### config.mk
export PLATFORM = sky130hd
export DESIGN_NAME = spi_reg_bank
export DESIGN_NICKNAME = d
export VERILOG_FILES = /design/src/rtl/spi_reg_pkg.sv /design/src/rtl/spi_edge_sync.sv /design/src/rtl/spi_reg_bank.sv
export SDC_FILE = /design/constraint.sdc
export NUM_CORES = 1
export LEC_CHECK = 0
export ABC_CLOCK_PERIOD_IN_PS = 3100
export CORE_ASPECT_RATIO = 1.75
export CORE_MARGIN = 10
export CORE_UTILIZATION = 53
export DETAILED_ROUTE_END_ITERATION = 8
export HOLD_SLACK_MARGIN = 0.12
export PLACE_DENSITY = 0.88
export SYNTH_ARGS = -nofsm -noshare
export SYNTH_HDL_FRONTEND = slang
export SYNTH_SLANG_ARGS = --single-unit
### constraint.sdc
create_clock -name clock_5meg_i -period 3.1 [get_ports clock_5meg_i]
set_clock_uncertainty 0.1 [all_clocks]
set_input_delay 0.62 -clock clock_5meg_i [delete_from_list [all_inputs] [get_ports clock_5meg_i]]
set_output_delay 0.62 -clock clock_5meg_i [all_outputs]
set_load 0.02 [all_outputs]
### src/rtl/spi_reg_pkg.sv
// rtl/spi_reg_pkg.sv - shared types and helpers for the SPI register bank
package spi_reg_pkg;

   typedef enum logic [2:0] {
      ST_IDLE,
      ST_HDR,
      ST_DATA,
      ST_COMMIT,
      ST_WAIT
   } state_t;

   localparam logic [3:0] CMD_WRITE_DEF = 4'b0001;
   localparam logic [3:0] CMD_READ_DEF  = 4'b0010;

   function automatic int frame_width(input int cmd_w, input int addr_w, input int data_w);
      return cmd_w + addr_w + data_w;
   endfunction

endpackage

### src/rtl/spi_edge_sync.sv
// rtl/spi_edge_sync.sv - 2-FF synchroniser with rise/fall pulse detection
module spi_edge_sync #(
   parameter logic IDLE_LEVEL = 1'b1
) (
   input  logic clock_5meg_i,
   input  logic rst_low_i,
   input  logic pin,
   output logic level,
   output logic rise,
   output logic fall
);

   logic meta;
   logic sync;
   logic prev;

   always_ff @(posedge clock_5meg_i) begin
      if (!rst_low_i) begin
         meta <= IDLE_LEVEL;
         sync <= IDLE_LEVEL;
         prev <= IDLE_LEVEL;
      end else begin
         meta <= pin;
         sync <= meta;
         prev <= sync;
      end
   end

   assign level = sync;
   assign rise  = sync & ~prev;
   assign fall  = ~sync & prev;

endmodule

### src/rtl/spi_reg_bank.sv
// rtl/spi_reg_bank.sv - oversampled SPI slave with writable, read-back register file
module spi_reg_bank
   import spi_reg_pkg::*;
#(
   parameter int                   CMD_WIDTH  = 4,
   parameter int                   ADDR_WIDTH = 4,
   parameter int                   DATA_WIDTH = 8,
   parameter int                   NUM_REGS   = 9,
   parameter logic [CMD_WIDTH-1:0] CMD_WRITE  = CMD_WIDTH'(CMD_WRITE_DEF),
   parameter logic [CMD_WIDTH-1:0] CMD_READ   = CMD_WIDTH'(CMD_READ_DEF)
) (
   input  logic                           clock_5meg_i,
   input  logic                           rst_low_i,
   input  logic                           spi_sclk_i,
   input  logic                           spi_ss_i,
   input  logic                           spi_mosi_i,
   output logic                           spi_miso_o,
   output logic [NUM_REGS*DATA_WIDTH-1:0] regs_o,
   output logic                           wr_strobe_o,
   output logic [ADDR_WIDTH-1:0]          wr_addr_o,
   output logic                           err_o
);

   localparam int FRAME    = frame_width(CMD_WIDTH, ADDR_WIDTH, DATA_WIDTH);
   localparam int HDR_BITS = CMD_WIDTH + ADDR_WIDTH;
   localparam int CNT_W    = $clog2(FRAME + 1);
   localparam logic [CNT_W-1:0]    HDR_LAST   = CNT_W'(HDR_BITS - 1);
   localparam logic [CNT_W-1:0]    FRAME_LAST = CNT_W'(FRAME - 1);
   localparam logic [ADDR_WIDTH:0] NUM_REGS_W = (ADDR_WIDTH + 1)'(NUM_REGS);

   logic sclk_rise, sclk_fall, ss_lvl, ss_rise, ss_fall, mosi_lvl;
   logic unused_sclk_lvl, unused_mosi_rise, unused_mosi_fall;

   spi_edge_sync #(.IDLE_LEVEL(1'b1)) u_sync_sclk (
      .clock_5meg_i(clock_5meg_i), .rst_low_i(rst_low_i), .pin(spi_sclk_i),
      .level(unused_sclk_lvl), .rise(sclk_rise), .fall(sclk_fall));

   spi_edge_sync #(.IDLE_LEVEL(1'b1)) u_sync_ss (
      .clock_5meg_i(clock_5meg_i), .rst_low_i(rst_low_i), .pin(spi_ss_i),
      .level(ss_lvl), .rise(ss_rise), .fall(ss_fall));

   spi_edge_sync #(.IDLE_LEVEL(1'b1)) u_sync_mosi (
      .clock_5meg_i(clock_5meg_i), .rst_low_i(rst_low_i), .pin(spi_mosi_i),
      .level(mosi_lvl), .rise(unused_mosi_rise), .fall(unused_mosi_fall));

   state_t                  state;
   logic [CNT_W-1:0]        cnt;
   logic [FRAME-1:0]        rx_sh;
   logic [FRAME-1:0]        rx_next;
   logic [CMD_WIDTH-1:0]    cmd_q;
   logic [ADDR_WIDTH-1:0]   addr_q;
   logic [CMD_WIDTH-1:0]    hdr_cmd;
   logic [ADDR_WIDTH-1:0]   hdr_addr;
   logic [DATA_WIDTH-1:0]   tx_sh;
   logic [DATA_WIDTH-1:0]   regs [NUM_REGS];
   logic                    miso_q;
   logic                    wr_strobe_q;
   logic [ADDR_WIDTH-1:0]   wr_addr_q;
   logic                    err_q;
   logic                    armed;
   logic [1:0]              settle;
   logic                    hdr_addr_ok;
   logic                    addr_ok;

   assign rx_next     = {rx_sh[FRAME-2:0], mosi_lvl};
   assign hdr_cmd     = rx_next[HDR_BITS-1 -: CMD_WIDTH];
   assign hdr_addr    = rx_next[ADDR_WIDTH-1:0];
   assign hdr_addr_ok = {1'b0, hdr_addr} < NUM_REGS_W;
   assign addr_ok     = {1'b0, addr_q} < NUM_REGS_W;

   // armed only after ss is seen high once the synchronisers hold real pin values,
   // so a reset in the middle of a frame cannot pick up the tail of that frame
   always_ff @(posedge clock_5meg_i) begin
      if (!rst_low_i) begin
         state       <= ST_IDLE;
         cnt         <= '0;
         rx_sh       <= '0;
         cmd_q       <= '0;
         addr_q      <= '0;
         tx_sh       <= '1;
         miso_q      <= 1'b1;
         wr_strobe_q <= 1'b0;
         wr_addr_q   <= '0;
         err_q       <= 1'b0;
         armed       <= 1'b0;
         settle      <= '0;
         for (int k = 0; k < NUM_REGS; k++) regs[k] <= '0;
      end else begin
         settle      <= {settle[0], 1'b1};
         wr_strobe_q <= 1'b0;
         if (settle[1] && ss_lvl) armed <= 1'b1;
         case (state)
            ST_IDLE: begin
               miso_q <= 1'b1;
               if (armed && ss_fall) begin
                  cnt   <= '0;
                  state <= ST_HDR;
               end
            end
            ST_HDR: begin
               miso_q <= 1'b1;
               if (ss_rise) begin
                  state <= ST_IDLE;
               end else if (sclk_rise) begin
                  rx_sh <= rx_next;
                  cnt   <= cnt + 1'b1;
                  if (cnt == HDR_LAST) begin
                     cmd_q  <= hdr_cmd;
                     addr_q <= hdr_addr;
                     tx_sh  <= (hdr_cmd == CMD_READ && hdr_addr_ok) ? regs[hdr_addr] : '1;
                     state  <= ST_DATA;
                  end
               end
            end
            ST_DATA: begin
               // a final rise coinciding with deselect still completes the frame
               if (sclk_rise && cnt == FRAME_LAST) begin
                  rx_sh  <= rx_next;
                  cnt    <= cnt + 1'b1;
                  miso_q <= 1'b1;
                  state  <= ST_COMMIT;
               end else if (ss_rise) begin
                  miso_q <= 1'b1;
                  state  <= ST_IDLE;
               end else if (sclk_rise) begin
                  rx_sh <= rx_next;
                  cnt   <= cnt + 1'b1;
               end else if (sclk_fall) begin
                  miso_q <= tx_sh[DATA_WIDTH-1];
                  tx_sh  <= {tx_sh[DATA_WIDTH-2:0], 1'b1};
               end
            end
            ST_COMMIT: begin
               miso_q <= 1'b1;
               if (cmd_q == CMD_WRITE && addr_ok) begin
                  regs[addr_q] <= rx_sh[DATA_WIDTH-1:0];
                  wr_strobe_q  <= 1'b1;
                  wr_addr_q    <= addr_q;
               end else if (!(cmd_q == CMD_READ && addr_ok)) begin
                  err_q <= 1'b1;
               end
               state <= ST_WAIT;
            end
            ST_WAIT: begin
               miso_q <= 1'b1;
               if (ss_lvl) state <= ST_IDLE;
            end
            default: begin
               miso_q <= 1'b1;
               state  <= ST_IDLE;
            end
         endcase
      end
   end

   for (genvar k = 0; k < NUM_REGS; k++) begin : g_flat
      assign regs_o[k*DATA_WIDTH +: DATA_WIDTH] = regs[k];
   end

   assign spi_miso_o  = miso_q;
   assign wr_strobe_o = wr_strobe_q;
   assign wr_addr_o   = wr_addr_q;
   assign err_o       = err_q;

endmodule

==> results.toml <==
[run_status]
status = "finished clean"

[setup_path]
crit-reg2reg-launch = "rx_sh[1]"
worst_r2r_path_depth = 4
timing.setup.critical_path_class = "flip-flop to flip-flop"
timing.critical_path.required_ns = 3.30
worst_setup_end_kind = "flip-flop"
crit_top_cell = "nor4_1"
cp_slowest_stage_delay_ns = 0.83
regToRegEndpoint = "tx_sh[1]"
r2r_setup_slack_ns = 0.58
startpoint_type = "flip-flop"
cp_slowest_cell = "or4b_1"
worst-endpoint-arrival_ns = 2.72
critical_path.cell_chain = "or4b_1 -> nor4_1 -> nor4_1 -> a221o_1"
crit_fanout = 30

[power_and_ir_drop]
power.ir.vdd_worst_mv = 0.515
pwr_density_cell_nw_per_um2 = 554
power.total_mw = 3.95
power.static_leakage_nw = 2.60

[min_path]
worstHoldStart = "u_sync_ss.meta"
worstHoldPathCells = 1
hold_path_end = "u_sync_ss.level"
hold_path.class = "flip-flop to flip-flop"

[clocking]
cts_max_level = 4
number_of_buffers_inserted_to_repair_setup_after_cts = 0
cts_inserted_buffers = 17
clockRootBuffer = "clkbuf_16"
clk-insertion-delay-late_ns = 0.42
clock_tree.buffer_depth = 2
clock_sink_count = 122
cts_hold_buf = 0
tritoncts = "yes"
clock_pin_slew_of_the_registers_on_the_worst_case_setup_and_hold_paths_ns = 0.06
ctsResizeCount = 0

[synth]
count_of_flip_flops_with_a_built_in_enable_after_synthesis = 72
syn_inst = 464
synth_seq_cells = 122
synth.net_count = 471
synth-warning-count = 0
avgSynthCellArea_um2 = 11.9
synthArstFlopShare_pct = 0
mappedNetlistArea_um2 = 5540
synth.largest_area_cell = "edfxtp_1"
synth_top_cell_area_share_pct = 39.0
yosys_cell_types = 59
post_synth_top_flop = "edfxtp_1"
synth-seq-area-share_pct = 57.1
most_area_consuming_cells_after_synthesis = "edfxtp_1 39%, dfxtp_1 18%, and2_1 8.2%"

[sta]
rsz0062_at_grt = "false"
final_hold_viol_count = 0
timing_max_transition_violations_final = 0
max_slew.worst_pin.slew_ns = 1.17
final_critical_path_required_period_ns = 2.52
fin_crit_sh_pct = 81.4
final.setup.tns_ns = 0
setup_viol = 0
relSlewSlack_pct = 21.9
fmax_ghz = 0.396

[floorplanning]
starting_density_of_the_core_pct = 54.1
die-height_um = 155
boundaryPins = 84
die_w_um = 97.3
design.core.area_um2 = 10200
rows = 49
die-area_um2 = 15100

[cells_and_area]
finalInstanceArea_um2 = 7120
antennaDiodeCount = 0
final_layout_size_suffix_gt1_share_pct = 13.7
area.growth.synth_to_final_pct = 28.5
most-common-layout-cells = "83 x clkdlybuf4s50_1, 73 x and2_1, 72 x edfxtp_1, 50 x dfxtp_1, 31 x a21oi_1"
layout.nets = 563
final_common_cell = "clkdlybuf4s50_1"

[route]
detail_route.wl_per_cell_um = 23.0
iteration_count_of_the_initial_detailed_routing_pass = 8
vias_per_inst = 6.34
drtIter0Drc = 505
drt_wl_total_um = 16000
dr_total_vias = 4416
ant_nets = 0
route.detailed.drc = 0

[global_routing]
grt_pass1_vias = 4526
grt_pass1_wl_um = 25000
grt_max_degree = 31
number_of_antenna_violations_at_the_first_check_in_global_routing = 0
sum_of_overflow_across_all_layers_after_global_routing = 0
groute.usage.overall_pct = 20.9

[placed_design]
post_placement_cell_area_um2 = 6530
numPortBuffers = 83
hpwl_um = 11400
gp_routability_congestion = 0.897

[job]
maxCapViolCount = 0
[cell usage after synthesis (3+ instances only)]
| master | n |
|---|---|
| a21oi_1 | 31 |
| a221o_1 | 7 |
| and2_1 | 73 |
| and3_1 | 5 |
| buf_2 | 6 |
| clkbuf_1 | 17 |
| dfxtp_1 | 50 |
| edfxtp_1 | 72 |
| inv_1 | 5 |
| mux2i_1 | 13 |
| mux4_2 | 15 |
| nand2_1 | 11 |
| nand2b_1 | 9 |
| nand3_1 | 23 |
| nand3b_1 | 4 |
| nand4_1 | 3 |
| nor2_1 | 20 |
| nor2b_1 | 6 |
| nor3_1 | 3 |
| nor4_1 | 14 |
| o21ai_0 | 29 |
| o31ai_1 | 3 |
[worst max-delay path by stage]
stage,start,endpoint,cells past startpoint
after floorplan,rst_low_i,regs[2][0],3
after global placement,rst_low_i,regs[0][4],4
after detailed placement,rst_low_i,regs[0][3],4
after CTS,rx_sh[1],tx_sh[1],4
after global routing,rx_sh[1],tx_sh[1],4
final,rx_sh[1],tx_sh[1],4
[report_power, final]
group	internal, mW	switching [mW]	total (mW)
registers	1.75	0.0331	1.78
logic	0.0899	0.112	0.202
clock network	1.20	0.762	1.96
total	3.04	0.907	3.95
[layout make-up]
type	instances	area, µm²
clock buffer	17	425
fill	675	3120
inverter	5	18.8
timing repair buffer	102	973
multi-input combinational	308	2210
sequential	122	3160
tap	127	159
clock inverter	15	166
[registers in the layout, indices dropped and copies added (netlist names), 2 cells and up]
signal,flops
addr_q,4
cmd_q,4
rx_sh,8
wr_addr_o,4
settle,2
regs,72
state,3
tx_sh,8
cnt,5
[routing by layer]
metal / routed length [µm] / GRT usage [%]
met1: 5130 / 20.0
met2: 8550 / 37.5
met3: 1270 / 5.94
met4: 1040 / 15.0
met5: 0 / 0
[per-stage QoR]
step	hold slack (ns)	util (%)	setup slack, ns	std cells
finish	0.313	69.5	0.577	696
global route	0.332	69.5	0.487	696
CTS	0.325	69.5	0.637	696
detailed placement	0.302	63.7	0.587	664
global placement	0.305	63.7	0.638	664
floorplan	0.286	-	0.895	464
[worst max-delay path: cells and delay by family, from the launching register on]
| kind | cells | cell delay, ns |
|---|---|---|
| flops | 1 | 0.70 |
| simple gates | 3 | 1.27 |
| compound gates | 1 | 0.33 |
[kinds of logic after synthesis]
logic type      count (synthesis)  share of synthesized area [%]
compound gates                 86                           9.80
simple gates                  188                           20.5
fa+ha+maj                       2                          0.452
xor+xnor                        2                          0.316
flops                         122                           57.1
buf+inv                        34                           2.98
mux                            30                           8.85
Power figures use the tool's default switching activity.
